### config.mk
export PLATFORM = sky130hd
export DESIGN_NAME = mips16_control_fsm
export DESIGN_NICKNAME = d
export VERILOG_FILES = /design/src/rtl/mips16_control_fsm.sv
export SDC_FILE = /design/constraint.sdc
export NUM_CORES = 1
export LEC_CHECK = 0
export ABC_AREA = 0
export BUFFER_PORTS_ARGS = -buffer_cell sky130_fd_sc_hd__buf_2
export CAP_MARGIN = 5
export CORE_UTILIZATION = 30
export CTS_BUF_LIST = sky130_fd_sc_hd__clkbuf_4 sky130_fd_sc_hd__clkbuf_8 sky130_fd_sc_hd__clkbuf_16
export CTS_CLUSTER_SIZE = 30
export DETAILED_ROUTE_END_ITERATION = 8
export PLACE_DENSITY = 0.65
export SETUP_SLACK_MARGIN = 0.4
export SLEW_MARGIN = 5
export SYNTH_ARGS = -nofsm -noshare
export SYNTH_HDL_FRONTEND = slang
export SYNTH_SLANG_ARGS = --single-unit
### constraint.sdc
create_clock -name clk -period 3.65 [get_ports clk]
set_clock_uncertainty 0.1 [all_clocks]
set_input_delay 0.73 -clock clk [delete_from_list [all_inputs] [get_ports clk]]
set_output_delay 0.73 -clock clk [all_outputs]
set_load 0.05 [all_outputs]
### src/rtl/mips16_control_fsm.sv
// Multi-cycle main control FSM for the 16-bit MIPS-style processor (Moore outputs).
// Optional HALT state is built only when CTRL_HALT_EN is defined; otherwise opcode 1111 runs as R-type.
module mips16_control_fsm (
    input  logic       clk,
    input  logic       rst,
    input  logic [3:0] opcode,
    input  logic [3:0] funct,
    output logic [1:0] PCsrc,
    output logic       IorD,
    output logic       MemWrite,
    output logic       MemRead,
    output logic       IRwrite,
    output logic       RegDst,
    output logic       RegWrite,
    output logic       ALUsrcA,
    output logic [2:0] ALUsrcB,
    output logic [1:0] ALUdir,
    output logic       MemToReg,
    output logic       PCWrite,
    output logic       branch,
    output logic       be,
    output logic [3:0] cur_state,
    output logic       done_sig
);

    typedef enum logic [3:0] {
        S_FETCH  = 4'd0,
        S_DECODE = 4'd1,
        S_EXR    = 4'd2,
        S_RWB    = 4'd3,
        S_EXSH   = 4'd4,
        S_EXI    = 4'd5,
        S_MADDR  = 4'd6,
        S_MRD    = 4'd7,
        S_MWB    = 4'd8,
        S_MWR    = 4'd9,
        S_BR     = 4'd10,
        S_JMP    = 4'd11,
        S_JR     = 4'd12
`ifdef CTRL_HALT_EN
        ,
        S_HALT   = 4'd13
`endif
    } state_t;

    state_t     r_state;
    state_t     w_next;
    logic       w_nop;
    logic [1:0] w_pcsrc;
    logic       w_iord;
    logic       w_memwrite;
    logic       w_memread;
    logic       w_irwrite;
    logic       w_regdst;
    logic       w_regwrite;
    logic       w_alusrca;
    logic [2:0] w_alusrcb;
    logic [1:0] w_aludir;
    logic       w_memtoreg;
    logic       w_pcwrite;
    logic       w_branch;
    logic       w_be;
    logic       w_done;

    assign w_nop = (opcode == 4'b1000) && (funct == 4'b0000);

    // State register
    always_ff @(posedge clk or negedge rst) begin
        if (!rst) begin
            r_state <= S_FETCH;
        end else begin
            r_state <= w_next;
        end
    end

    // Next-state logic
    always_comb begin
        w_next = S_FETCH;
        case (r_state)
            S_FETCH:  w_next = S_DECODE;
            S_DECODE: begin
                case (opcode)
                    4'b1000:                   w_next = w_nop ? S_RWB : S_EXR;
                    4'b1100, 4'b0001, 4'b0010: w_next = S_EXR;
                    4'b1011:                   w_next = S_EXSH;
                    4'b1001, 4'b1010,
                    4'b0110, 4'b0111:          w_next = S_EXI;
                    4'b1101, 4'b1110:          w_next = S_MADDR;
                    4'b0100, 4'b0101:          w_next = S_BR;
                    4'b0011:                   w_next = S_JMP;
                    4'b0000:                   w_next = S_JR;
`ifdef CTRL_HALT_EN
                    4'b1111:                   w_next = S_HALT;
`else
                    4'b1111:                   w_next = S_EXR;
`endif
                    default:                   w_next = S_FETCH;
                endcase
            end
            S_EXR, S_EXSH, S_EXI: w_next = S_RWB;
            S_MADDR: begin
                if (opcode == 4'b1101) begin
                    w_next = S_MRD;
                end else if (opcode == 4'b1110) begin
                    w_next = S_MWR;
                end else begin
                    w_next = S_FETCH;
                end
            end
            S_MRD:    w_next = S_MWB;
`ifdef CTRL_HALT_EN
            S_HALT:   w_next = S_HALT;
`endif
            default:  w_next = S_FETCH;
        endcase
    end

    // Moore output decode; only RWB and BR look at the held instruction fields
    always_comb begin
        w_pcsrc    = 2'b00;
        w_iord     = 1'b0;
        w_memwrite = 1'b0;
        w_memread  = 1'b0;
        w_irwrite  = 1'b0;
        w_regdst   = 1'b0;
        w_regwrite = 1'b0;
        w_alusrca  = 1'b0;
        w_alusrcb  = 3'b000;
        w_aludir   = 2'b00;
        w_memtoreg = 1'b0;
        w_pcwrite  = 1'b0;
        w_branch   = 1'b0;
        w_be       = 1'b0;
        w_done     = 1'b0;
        case (r_state)
            S_FETCH: begin
                w_memread = 1'b1;
                w_irwrite = 1'b1;
                w_pcwrite = 1'b1;
                w_pcsrc   = 2'b10;
                w_alusrcb = 3'b001;
            end
            S_DECODE: w_alusrcb = 3'b010;
            S_EXR: begin
                w_alusrca = 1'b1;
                w_aludir  = 2'b10;
            end
            S_EXSH: begin
                w_alusrca = 1'b1;
                w_alusrcb = 3'b011;
                w_aludir  = 2'b10;
            end
            S_EXI: begin
                w_alusrca = 1'b1;
                w_alusrcb = 3'b100;
                w_aludir  = 2'b11;
            end
            S_RWB: begin
                w_regwrite = ~w_nop;
                w_regdst   = (opcode == 4'b0001) || (opcode == 4'b0010);
                w_done     = 1'b1;
            end
            S_MADDR: begin
                w_alusrca = 1'b1;
                w_alusrcb = 3'b100;
            end
            S_MRD: begin
                w_memread = 1'b1;
                w_iord    = 1'b1;
            end
            S_MWB: begin
                w_memtoreg = 1'b1;
                w_regwrite = 1'b1;
                w_done     = 1'b1;
            end
            S_MWR: begin
                w_memwrite = 1'b1;
                w_iord     = 1'b1;
                w_done     = 1'b1;
            end
            S_BR: begin
                w_alusrca = 1'b1;
                w_aludir  = 2'b01;
                w_branch  = 1'b1;
                w_be      = ~opcode[0];
                w_done    = 1'b1;
            end
            S_JMP: begin
                w_pcwrite = 1'b1;
                w_done    = 1'b1;
            end
            S_JR: begin
                w_pcwrite = 1'b1;
                w_pcsrc   = 2'b01;
                w_done    = 1'b1;
            end
            default: w_done = 1'b0;
        endcase
    end

    // Everything reads as zero while reset is held, FETCH included
    assign PCsrc     = rst ? w_pcsrc    : 2'b00;
    assign IorD      = rst ? w_iord     : 1'b0;
    assign MemWrite  = rst ? w_memwrite : 1'b0;
    assign MemRead   = rst ? w_memread  : 1'b0;
    assign IRwrite   = rst ? w_irwrite  : 1'b0;
    assign RegDst    = rst ? w_regdst   : 1'b0;
    assign RegWrite  = rst ? w_regwrite : 1'b0;
    assign ALUsrcA   = rst ? w_alusrca  : 1'b0;
    assign ALUsrcB   = rst ? w_alusrcb  : 3'b000;
    assign ALUdir    = rst ? w_aludir   : 2'b00;
    assign MemToReg  = rst ? w_memtoreg : 1'b0;
    assign PCWrite   = rst ? w_pcwrite  : 1'b0;
    assign branch    = rst ? w_branch   : 1'b0;
    assign be        = rst ? w_be       : 1'b0;
    assign cur_state = rst ? r_state    : 4'd0;
    assign done_sig  = rst ? w_done     : 1'b0;

endmodule

==> flow_summary.json, run 1 <==
{
  "status": "complete, no violations",
  "globalRouteMet2Util_pct": 19.62,
  "globalRouteTotalUtil_pct": 14.04,
  "power.static_leakage_nw": 0.4248,
  "final_common_cell": "sky130_fd_sc_hd__buf_2",
  "cts_buffers": 3,
  "timing.hold.worst.class": "in -> async",
  "detail_route.wl_per_cell_um": 11.69,
  "mostFrequentLayoutCells": "sky130_fd_sc_hd__buf_2, sky130_fd_sc_hd__nand2_1, sky130_fd_sc_hd__nor2_1",
  "regArea_um2": 100.1,
  "cellPowerDensity_nw_per_um2": 820.4,
  "via_per_inst": 5.157,
  "ctsHtreeMaxLevel": 1,
  "synth_edf_count": 0,
  "ys.flop_type": "sky130_fd_sc_hd__dfrtp_1",
  "fin_util_pct": 38.56,
  "synthTopCellsByArea": "sky130_fd_sc_hd__dfrtp_1, sky130_fd_sc_hd__nand2_1, sky130_fd_sc_hd__nor2_1",
  "met1_usage_pct": 19.38,
  "final_period_minus_worst_setup_slack_ns": 2.866,
  "netlist_area_before_placement_um2": 763.2,
  "r2r_setup_slack_ns": 1.87,
  "grt_pass1_wl_mm": 2.884,
  "grt_setup_unrepaired": "false",
  "final-max-slew-violation-count": 0,
  "count_of_buffers_from_port_buffering": 32,
  "worst_hold_slack_ns": 0.2568,
  "timing.critical_path.required_ns": 2.82,
  "setup_viol": 0,
  "grt_antenna_before_repair": 0,
  "place.gp.congestion": 0.7477,
  "cell_by_cell_trace_of_the_critical_path": "nand2_1, or3_1, nor4_2, buf_2",
  "layout.filler_cells": 251,
  "crit_path_start_kind": "register",
  "die-area_um2": 2750,
  "via_count_of_the_first_global_routing_pass": 672,
  "buffer_levels_on_the_longest_clock_path": 2,
  "maxCapViolations": 0,
  "clkTransAtPathRegs_ns": 0.04,
  "slew_headroom_pct": 64.52,
  "dr.pass1.iters": 4,
  "drt.antenna.violating_nets": 0,
  "biggestRegsByFlops": "r_state: 4 flops",
  "synth_async_sr_flop_share_pct": 100.0,
  "core_region_area_um2": 2297,
  "syn-num-nets": 112,
  "worstSetupEndpointType": "output port",
  "chipWidth_um": 52.44,
  "total_gr_overflow": 0,
  "part_of_the_total_power_dissipated_in_combinational_logic_pct": 74.1,
  "worstReg2RegEnd": "r_state[3]$_DFF_PN0_",
  "multi_input_area_um2": 568.0,
  "timing.critical_path.slowest_cell_delay_ns": 0.65,
  "tritoncts_num_sinks": 4,
  "worst_slew_pin_slew_ns": 0.5322,
  "power.net_switching_uw": 455.4,
  "first_iter_violations": 10,
  "signed_area_change_from_the_synthesized_netlist_to_the_final_layout_pct": 16.07,
  "dr_total_vias": 789,
  "final_hold_vios": 0,
  "finalSetupTns_ns": 0,
  "crit_fanout": 14,
  "flop_and_latch_count_out_of_synthesis": 4,
  "post_synth_inst_count": 102,
  "final_min_period_over_clock_period_pct": 78.51,
  "cts_hold_fix_bufs": 0,
  "post_synth.cell_area_avg_um2": 7.483,
  "yosys.area.top_type_share_pct": 13.11,
  "hpwl_mm": 1.309,
  "max_reg_flops": 4,
  "initial_core_util_pct": 33.22,
  "peak_usage_layer_in_the_global_routing_report": "met2",
  "pin_count_of_the_biggest_net_entering_global_routing": 19,
  "largest_register": "r_state",
  "synth_sequential_area_ratio_pct": 13.11,
  "drc_errors": 0,
  "die-height_um": 52.44,
  "power.internal_uw": 271.3,
  "cp-startpoint": "r_state[1]$_DFF_PN0_",
  "detail_route.wirelength_mm": 1.788,
  "synthesis.yosys.warnings": 0,
  "reg2reg_depth": 4,
  "criticalPathCategory": "reg -> out",
  "number_of_antenna_cells_inserted": 0,
  "design.final.nets": 137,
  "cts_post_setup_buffers_inserted": 0,
  "clock_power_share_pct": 7.4,
  "cts_resized": 0,
  "power.share.switching_pct": 62.67,
  "worst_r2r_startpoint": "r_state[2]$_DFF_PN0_",
  "achievable-frequency_mhz": 349.0,
  "cts_tree": "yes",
  "synth.largest_area_cell": "sky130_fd_sc_hd__dfrtp_1",
  "insertion_delay_ns": 0.23,
  "grt_use_met3_pct": 1.449,
  "root_buffer": "sky130_fd_sc_hd__clkbuf_4",
  "critPathArrivalTime_ns": 2.04,
  "rows": 17,
  "layout-drive-gt1-share_pct": 38.40,
  "ir_drop_mv": 0.3686,
  "ios": 33,
  "crit_path_top_delay_cell": "sky130_fd_sc_hd__dfrtp_1",
  "ys_types": 44,
  "sequentialPowerShare_pct": 18.5
}
-- worst max-delay path by stage --
stage	cells after the start	endpoint	slack, ns
after floorplan	5	PCsrc[1]	0.43
after global placement	5	RegDst	0.84
after detailed placement	5	RegDst	0.84
after CTS	4	RegDst	0.78
after global routing	4	RegDst	0.65
final	4	RegDst	0.78
-- cell families (layout without fill, tap and decap cells) --
| family | after synthesis | count (layout) | share of synthesized area, % |
|---|---|---|---|
| multiplexers | 3 | 3 | 4.262 |
| AND/OR/NAND/NOR | 62 | 62 | 48.85 |
| flip-flops | 4 | 4 | 13.12 |
| buffers and inverters | 12 | 35 | 12.46 |
| AO/OA/AOI/OAI | 18 | 18 | 17.87 |
| XOR/XNOR | 3 | 3 | 3.443 |
-- worst max-delay path: cells and delay by family (launching register included) --
| kind | cells | cell delay, ns |
|---|---|---|
| AND/OR/NAND/NOR | 3 | 0.85 |
| flip-flops | 1 | 0.65 |
| buffers and inverters | 1 | 0.31 |
-- per-stage QoR --
| stage | instance area [um^2] | cells | total power [mW] | worst slack (ns) |
|---|---|---|---|---|
| 6_report | 885.9 | 153 | 0.7267 | 0.7843 |
| 3_3_place_gp | 863.3 | 150 | 0.6655 | 0.8431 |
| 5_1_grt | 885.9 | 153 | 0.7779 | 0.6519 |
| 4_1_cts | 885.9 | 153 | 0.7286 | 0.7828 |
| 2_1_floorplan | 763.2 | 102 | 0.6105 | 0.4315 |
| 3_5_place_dp | 863.3 | 150 | 0.6730 | 0.8376 |
-- layout make-up --
class / instances / share of cell area [%]
multi-input combinational: 86 / 64.12
sequential: 4 / 11.30
timing repair buffer: 32 / 18.08
tap: 28 / 3.955
clock buffer: 3 / 2.542
-- Yosys cell counts (2+ instances only) --
master,instances
sky130_fd_sc_hd__nor3_1,5
sky130_fd_sc_hd__o22ai_1,2
sky130_fd_sc_hd__a21o_1,2
sky130_fd_sc_hd__clkbuf_1,2
sky130_fd_sc_hd__buf_2,2
sky130_fd_sc_hd__mux2_2,2
sky130_fd_sc_hd__nor2_1,12
sky130_fd_sc_hd__dfrtp_1,4
sky130_fd_sc_hd__nand3_1,2
sky130_fd_sc_hd__buf_6,3
sky130_fd_sc_hd__nand2b_1,3
sky130_fd_sc_hd__o21a_1,2
sky130_fd_sc_hd__nor4_1,2
sky130_fd_sc_hd__nand2_1,12
sky130_fd_sc_hd__or3_1,3
sky130_fd_sc_hd__nor2b_1,3
sky130_fd_sc_hd__o21ai_0,3
sky130_fd_sc_hd__xnor2_1,2
sky130_fd_sc_hd__buf_4,4
sky130_fd_sc_hd__and2_1,6
sky130_fd_sc_hd__a21oi_1,3
-- metal layers --
layer  wire (um)  share of wire, %
met5           0                 0
met4          27               1.5
met3         100               5.6
met2         759                42
met1         900                50
-- power by group through the flow --
stage	Combinational, mW	Clock (mW)	Sequential, mW
after global placement	0.532	0	0.134
after floorplan	0.529	0	0.0814
after CTS	0.540	0.0557	0.133
final	0.539	0.0538	0.134
after global routing	0.578	0.0583	0.141
after detailed placement	0.539	0	0.134
No activity file was read; power rests on OpenSTA's default activity.
==> inputs of run 2 (changes only) <==
Settings changed: ABC_AREA 0 to 1, PLACE_DENSITY 0.65 to 0.67.
Clock period 3.65 ns to 2.95 ns, I/O delays scaled along.
==> run 2 against run 1 <==
Core utilization is 7.9 points higher. Critical path depth stayed put. Sequential cell count stayed put. Global-route usage is 2.9 points higher. Clock power is 19% higher. Design area is 4.5% lower. Hold slack worse by 0.16 ns. Power is 0.58% lower. Via count is 3.7% higher. Worst setup slack worse by 0.19 ns. Non-clock buffer count stayed put. Register-to-register slack worse by 0.27 ns. Critical endpoint is now PCWrite. Highest routed layer is now met3.
==> flow_summary.json, run 2 <==
{
  "status": "complete, no violations",
  "finalSetupTns_ns": 0,
  "grt_pass1_wl_mm": 2.739,
  "wp_depth": 4,
  "post_synth_inst_count": 125,
  "final-max-slew-violation-count": 0,
  "grt_antenna_before_repair": 0,
  "crit_path_top_delay_cell": "sky130_fd_sc_hd__dfrtp_1",
  "synth_sequential_area_ratio_pct": 16.36,
  "setup_viol": 0,
  "rows": 15,
  "cts_tree": "yes",
  "drt.antenna.violating_nets": 0,
  "ctsHtreeMaxLevel": 1,
  "maxCapViolations": 0,
  "signed_area_change_from_the_synthesized_netlist_to_the_final_layout_pct": 38.24,
  "synthesis.yosys.warnings": 0,
  "cts_buffers": 3,
  "grt_setup_unrepaired": "false",
  "buffer_levels_on_the_longest_clock_path": 2,
  "timing.critical_path.required_ns": 2.26,
  "slew_headroom_pct": 71.12,
  "cts_hold_fix_bufs": 0,
  "worst_slew_pin_slew_ns": 0.4327,
  "total_gr_overflow": 0,
  "via_per_inst": 4.470,
  "post_synth.cell_area_avg_um2": 4.895,
  "ys.flop_type": "sky130_fd_sc_hd__dfrtp_1",
  "yosys.area.top_type_share_pct": 25.77,
  "place.gp.congestion": 0.8017,
  "hpwl_mm": 1.408,
  "cts_post_setup_buffers_inserted": 0,
  "layout-drive-gt1-share_pct": 27.85,
  "yosysMostFrequentCell": "sky130_fd_sc_hd__nand2_1",
  "crit_path_start_kind": "register",
  "pin_count_of_the_biggest_net_entering_global_routing": 15,
  "final_hold_vios": 0,
  "final_period_minus_worst_setup_slack_ns": 2.361,
  "chipWidth_um": 47.16,
  "cts_resized": 0,
  "synthTopCellsByArea": "sky130_fd_sc_hd__nand2_1, sky130_fd_sc_hd__dfrtp_1, sky130_fd_sc_hd__nor2_1",
  "first_iter_violations": 21,
  "clkTransAtPathRegs_ns": 0.03,
  "worstSetupEndpointType": "output port",
  "cell_by_cell_trace_of_the_critical_path": "nor2_1, nand2_1, a31oi_1, buf_2",
  "flop_and_latch_count_out_of_synthesis": 4,
  "mostFrequentLayoutCells": "sky130_fd_sc_hd__nand2_1, sky130_fd_sc_hd__buf_2, sky130_fd_sc_hd__inv_1",
  "dr.pass1.iters": 4,
  "achievable-frequency_mhz": 423.6,
  "ir_drop_mv": 0.3167,
  "max_reg_flops": 4,
  "drc_errors": 0,
  "design.final.nets": 170,
  "final_common_cell": "sky130_fd_sc_hd__nand2_1",
  "die-area_um2": 2224,
  "ys_types": 19,
  "ios": 33,
  "dr_total_vias": 818,
  "crit_buf_inv": 1,
  "timing.hold.worst.class": "in -> async",
  "insertion_delay_ns": 0.23,
  "die-height_um": 47.16,
  "cellPowerDensity_nw_per_um2": 854.2,
  "count_of_buffers_from_port_buffering": 32,
  "detail_route.wirelength_mm": 1.669,
  "reg2reg_depth": 5,
  "largest_register": "r_state",
  "synth_async_sr_flop_share_pct": 100.0,
  "core_region_area_um2": 1821,
  "timing.critical_path.slowest_cell_delay_ns": 0.45,
  "detail_route.wl_per_cell_um": 9.120,
  "power.static_leakage_nw": 0.5434,
  "synth_edf_count": 0,
  "synthTopCellsByCount": "sky130_fd_sc_hd__nand2_1, sky130_fd_sc_hd__nor2_1, sky130_fd_sc_hd__inv_1, sky130_fd_sc_hd__nand3_1, sky130_fd_sc_hd__a21oi_1",
  "number_of_antenna_cells_inserted": 0,
  "biggestRegsByFlops": "r_state: 4 flops",
  "syn-num-nets": 135,
  "final_min_period_over_clock_period_pct": 80.02,
  "synth.largest_area_cell": "sky130_fd_sc_hd__nand2_1",
  "fin_util_pct": 46.46,
  "critPathArrivalTime_ns": 1.67,
  "globalRouteTotalUtil_pct": 16.98,
  "layout.filler_cells": 218,
  "criticalPathCategory": "reg -> out",
  "root_buffer": "sky130_fd_sc_hd__clkbuf_4",
  "worst_path_dominant_cell_family": "simple AND/OR/NAND/NOR gates",
  "via_count_of_the_first_global_routing_pass": 695,
  "crit_fanout": 7,
  "tritoncts_num_sinks": 4,
  "initial_core_util_pct": 33.61,
  "netlist_area_before_placement_um2": 611.8
}
==> run 2: cell count changes after synthesis, moves of 3 or more <==
| cell | change |
|---|---|
| sky130_fd_sc_hd__and2_1 | -6 |
| sky130_fd_sc_hd__buf_4 | -3 |
| sky130_fd_sc_hd__buf_6 | -3 |
| sky130_fd_sc_hd__inv_1 | +25 |
| sky130_fd_sc_hd__nand2_1 | +30 |
| sky130_fd_sc_hd__nand2b_1 | -3 |
| sky130_fd_sc_hd__nand3_1 | +5 |
| sky130_fd_sc_hd__nand4_1 | +3 |
| sky130_fd_sc_hd__nor2_1 | +14 |
| sky130_fd_sc_hd__nor2b_1 | -3 |
| sky130_fd_sc_hd__nor3_1 | -4 |
| sky130_fd_sc_hd__or3_1 | -3 |
==> run 2: worst register-to-register path, cell delays in order, from the launching register on <==
cell	delay, ns
sky130_fd_sc_hd__dfrtp_1	0.45
sky130_fd_sc_hd__nor2_1	0.30
sky130_fd_sc_hd__nand2_1	0.17
sky130_fd_sc_hd__nor2_1	0.13
sky130_fd_sc_hd__nand2_1	0.06
sky130_fd_sc_hd__nand3_1	0.07
==> run 2: layer usage <==
metal / wire, um / track usage (%)
met3: 99 / 2.692
met2: 786 / 30.56
met4: 0 / 3.429
met5: 0 / 0
met1: 783 / 21.28
==> run 2: final timing paths <==
check / from / to / slack (ns)
hold reg to reg: r_state[0]$_DFF_PN0_ / r_state[3]$_DFF_PN0_ / 0.75
setup / recovery: r_state[2]$_DFF_PN0_ / PCWrite / 0.59
min in group clk: opcode[3] / r_state[2]$_DFF_PN0_ / 0.70
setup reg to reg: r_state[2]$_DFF_PN0_ / r_state[0]$_DFF_PN0_ / 1.60
max in group asynchronous: rst / r_state[3]$_DFF_PN0_ / 2.49
hold / removal: rst / r_state[0]$_DFF_PN0_ / 0.1
==> run 2: kinds of logic after synthesis <==
logic type,after synthesis,synth area share (%)
flops,4,16.36
simple gates,82,54.60
compound gates,11,11.25
buf+inv,28,17.79
==> run 2: cell type report <==
class	count	area [um^2]	share of cell area, %
Multi-Input combinational cell	93	430.4	50.89
Inverter	26	101.3	11.98
Tap cell	25	31.28	3.698
Clock buffer	3	22.52	2.663
Timing Repair Buffer	32	160.2	18.93
Sequential cell	4	100.1	11.83
==> run 2: per-stage QoR <==
| stage | worst slack [ns] | power (mW) | cell area [um^2] | std cells | hold slack [ns] |
|---|---|---|---|---|---|
| final | 0.5894 | 0.7225 | 845.8 | 183 | 0.09718 |
| after global placement | 0.6759 | 0.6581 | 823.3 | 180 | 0.3292 |
| after CTS | 0.5904 | 0.7287 | 845.8 | 183 | 0.09237 |
| after detailed placement | 0.6497 | 0.6603 | 823.3 | 180 | 0.3353 |
| after global routing | 0.4877 | 0.7845 | 845.8 | 183 | 0.09190 |
| after floorplan | 0.3915 | 0.5505 | 643.1 | 125 | 0.1944 |
==> run 2: power breakdown <==
group | switching, mW | internal, mW
Combinational | 0.426 | 0.125
Sequential | 0.0314 | 0.0769
Clock | 0.0186 | 0.0453
Total | 0.476 | 0.247
==> inputs of run 3 (changes only) <==
Settings changed: ABC_AREA 1 to 0.
Clock period 2.95 ns to 2.1 ns, I/O delays scaled along.
==> run 3 against run 2 <==
Clock power rose by 82%. Combinational power rose to 3.8 times the previous value. Sequential cell count did not move. Register-to-register slack got worse by 1.3 ns. Power rose to 3.3 times the previous value. Wire length rose by 72%. Design area rose by 87%. Cell count rose by 1.1%. Non-clock buffer count rose by 31. Worst setup slack got worse by 0.55 ns. Sequential share of layout area fell by 5.3 points. Sequential power rose by 45%. Critical endpoint is now MemRead. Largest power group unchanged.
==> flow_summary.json, run 3 (synthesis results as in run 1) <==
{
  "core_region_area_um2": 2297,
  "pin_count_of_the_biggest_net_entering_global_routing": 16,
  "final_min_period_over_clock_period_pct": 98.11,
  "rows": 17,
  "timing.critical_path.required_ns": 1.58,
  "place.gp.congestion": 0.7527,
  "layout.filler_cells": 162,
  "cp-startpoint": "r_state[1]$_DFF_PN0_",
  "final-max-slew-violation-count": 0,
  "worstSetupEndpointType": "output port",
  "critPathArrivalTime_ns": 1.54,
  "signed_area_change_from_the_synthesized_netlist_to_the_final_layout_pct": 106.9,
  "insertion_delay_ns": 0.23,
  "die-area_um2": 2750,
  "grt_antenna_before_repair": 0,
  "ctsHtreeMaxLevel": 1,
  "cellPowerDensity_nw_per_um2": 1489,
  "timing.hold.worst.class": "in -> async",
  "drt.antenna.violating_nets": 0,
  "dr.pass1.iters": 4,
  "final_common_cell": "sky130_fd_sc_hd__buf_6",
  "detail_route.wirelength_mm": 2.875,
  "drc_errors": 0,
  "clkTransAtPathRegs_ns": 0.04,
  "final_hold_vios": 0,
  "criticalPathCategory": "reg -> out",
  "reg2reg_depth": 6,
  "multi_input_area_um2": 785.8,
  "first_iter_violations": 10,
  "cts_tree": "yes",
  "crit_fanout": 6,
  "achievable-frequency_mhz": 485.4,
  "via_count_of_the_first_global_routing_pass": 847,
  "cts_buffers": 3,
  "grt_pass1_wl_mm": 3.864,
  "max_reg_flops": 4,
  "grt_setup_unrepaired": "true",
  "power.static_leakage_nw": 0.6896,
  "r2r_setup_slack_ns": 0.28,
  "biggestRegsByFlops": "r_state: 4 flops",
  "hpwl_mm": 1.483,
  "worst_slew_pin_slew_ns": 0.5172,
  "chipWidth_um": 52.44,
  "tritoncts_num_sinks": 4,
  "worstSetupEndpoint": "MemRead",
  "finalSetupTns_ns": 0,
  "dr_total_vias": 971,
  "crit_path_start_kind": "register",
  "slew_headroom_pct": 65.43,
  "setup_viol": 0,
  "design.final.nets": 168,
  "number_of_antenna_cells_inserted": 0,
  "final_period_minus_worst_setup_slack_ns": 2.060,
  "root_buffer": "sky130_fd_sc_hd__clkbuf_4",
  "ios": 33,
  "maxCapViolations": 0,
  "largest_register": "r_state",
  "layout-drive-gt1-share_pct": 73.25,
  "count_of_buffers_from_port_buffering": 32,
  "detail_route.wl_per_cell_um": 15.54,
  "initial_core_util_pct": 33.22,
  "placement_setup_slack_ns": 0.06123,
  "regArea_um2": 102.6,
  "ir_drop_mv": 1.055,
  "worst_r2r_startpoint": "r_state[2]$_DFF_PN0_",
  "die-height_um": 52.44,
  "globalRouteTotalUtil_pct": 18.53,
  "via_per_inst": 5.249,
  "final_critical_path_setup_slack_ns": 0.03972,
  "buffer_levels_on_the_longest_clock_path": 2,
  "worstReg2RegEnd": "r_state[3]$_DFF_PN0_",
  "mostFrequentLayoutCells": "sky130_fd_sc_hd__buf_6, sky130_fd_sc_hd__buf_4, sky130_fd_sc_hd__buf_8",
  "total_gr_overflow": 0,
  "status": "complete, no violations"
}
[run 3: cell types whose count changed in the layout (fill, tap and decap cells not counted), sizes merged, moves of 5 or more]
cell   previous run  this run
inv              25         0
nor2             26        12
and2              0         7
nand2            43        13
buf              32        62
nand3             7         2
[run 3: area by class of cell]
type / instances / share of cell area, %
multi-input combinational: 86 / 49.76
timing repair buffer: 63 / 39.62
tap: 28 / 2.219
sequential: 4 / 6.498
clock buffer: 4 / 1.902
[run 3: what timing repair did]
item,4_1_cts,5_1_grt
pin swaps,8,7
gates resized for setup,55,36
setup buffers,17,5
hold buffers,0,0
endpoints found under the setup margin,21,26
gates cloned,0,1
[run 3: worst min-delay path by stage]
stage	to	depth (start not counted)	slack (ns)	from
floorplan	r_state[0]$_DFF_PN0_	0	0.02	rst
global placement	r_state[3]$_DFF_PN0_	2	0.30	rst
detailed placement	r_state[2]$_DFF_PN0_	2	0.30	rst
CTS	r_state[3]$_DFF_PN0_	2	0.06	rst
global route	r_state[3]$_DFF_PN0_	2	0.06	rst
finish	r_state[3]$_DFF_PN0_	2	0.06	rst
[run 3: report_power, final]
part	leakage (nW)	internal (mW)	switching (mW)
sequential	0.0481	0.116	0.0416
combinational	0.623	0.981	1.10
clock	0.0184	0.0842	0.0318
[run 3: critical path, cell delays in order, from the launching register on]
cell	delay, ns
sky130_fd_sc_hd__dfrtp_2	0.43
sky130_fd_sc_hd__or2_4	0.31
sky130_fd_sc_hd__mux2_4	0.30
sky130_fd_sc_hd__nor2_4	0.10
sky130_fd_sc_hd__buf_6	0.16
[run 3: per-stage QoR]
| stage | total power [mW] | instance area [um^2] | hold slack (ns) | utilization, % | std cells |
|---|---|---|---|---|---|
| 3_5_place_dp | 1.427 | 1052 | 0.3037 | 45.81 | 158 |
| 6_report | 2.351 | 1579 | 0.06259 | 68.74 | 185 |
| 4_1_cts | 2.005 | 1394 | 0.05644 | 60.68 | 179 |
| 3_3_place_gp | 1.409 | 1052 | 0.2991 | 45.81 | 158 |
| 5_1_grt | 2.467 | 1579 | 0.06464 | 68.74 | 185 |
| 2_1_floorplan | 1.266 | 922.1 | 0.02441 | - | 102 |
[run 3: metal layers]
metal,global-route usage (%),vias to the layer above,wire length [um]
met5,0,-,0
li1,-,470,-
met2,34.60,26,1598
met4,1.316,0,8
met3,2.609,2,70
met1,22.97,473,1199
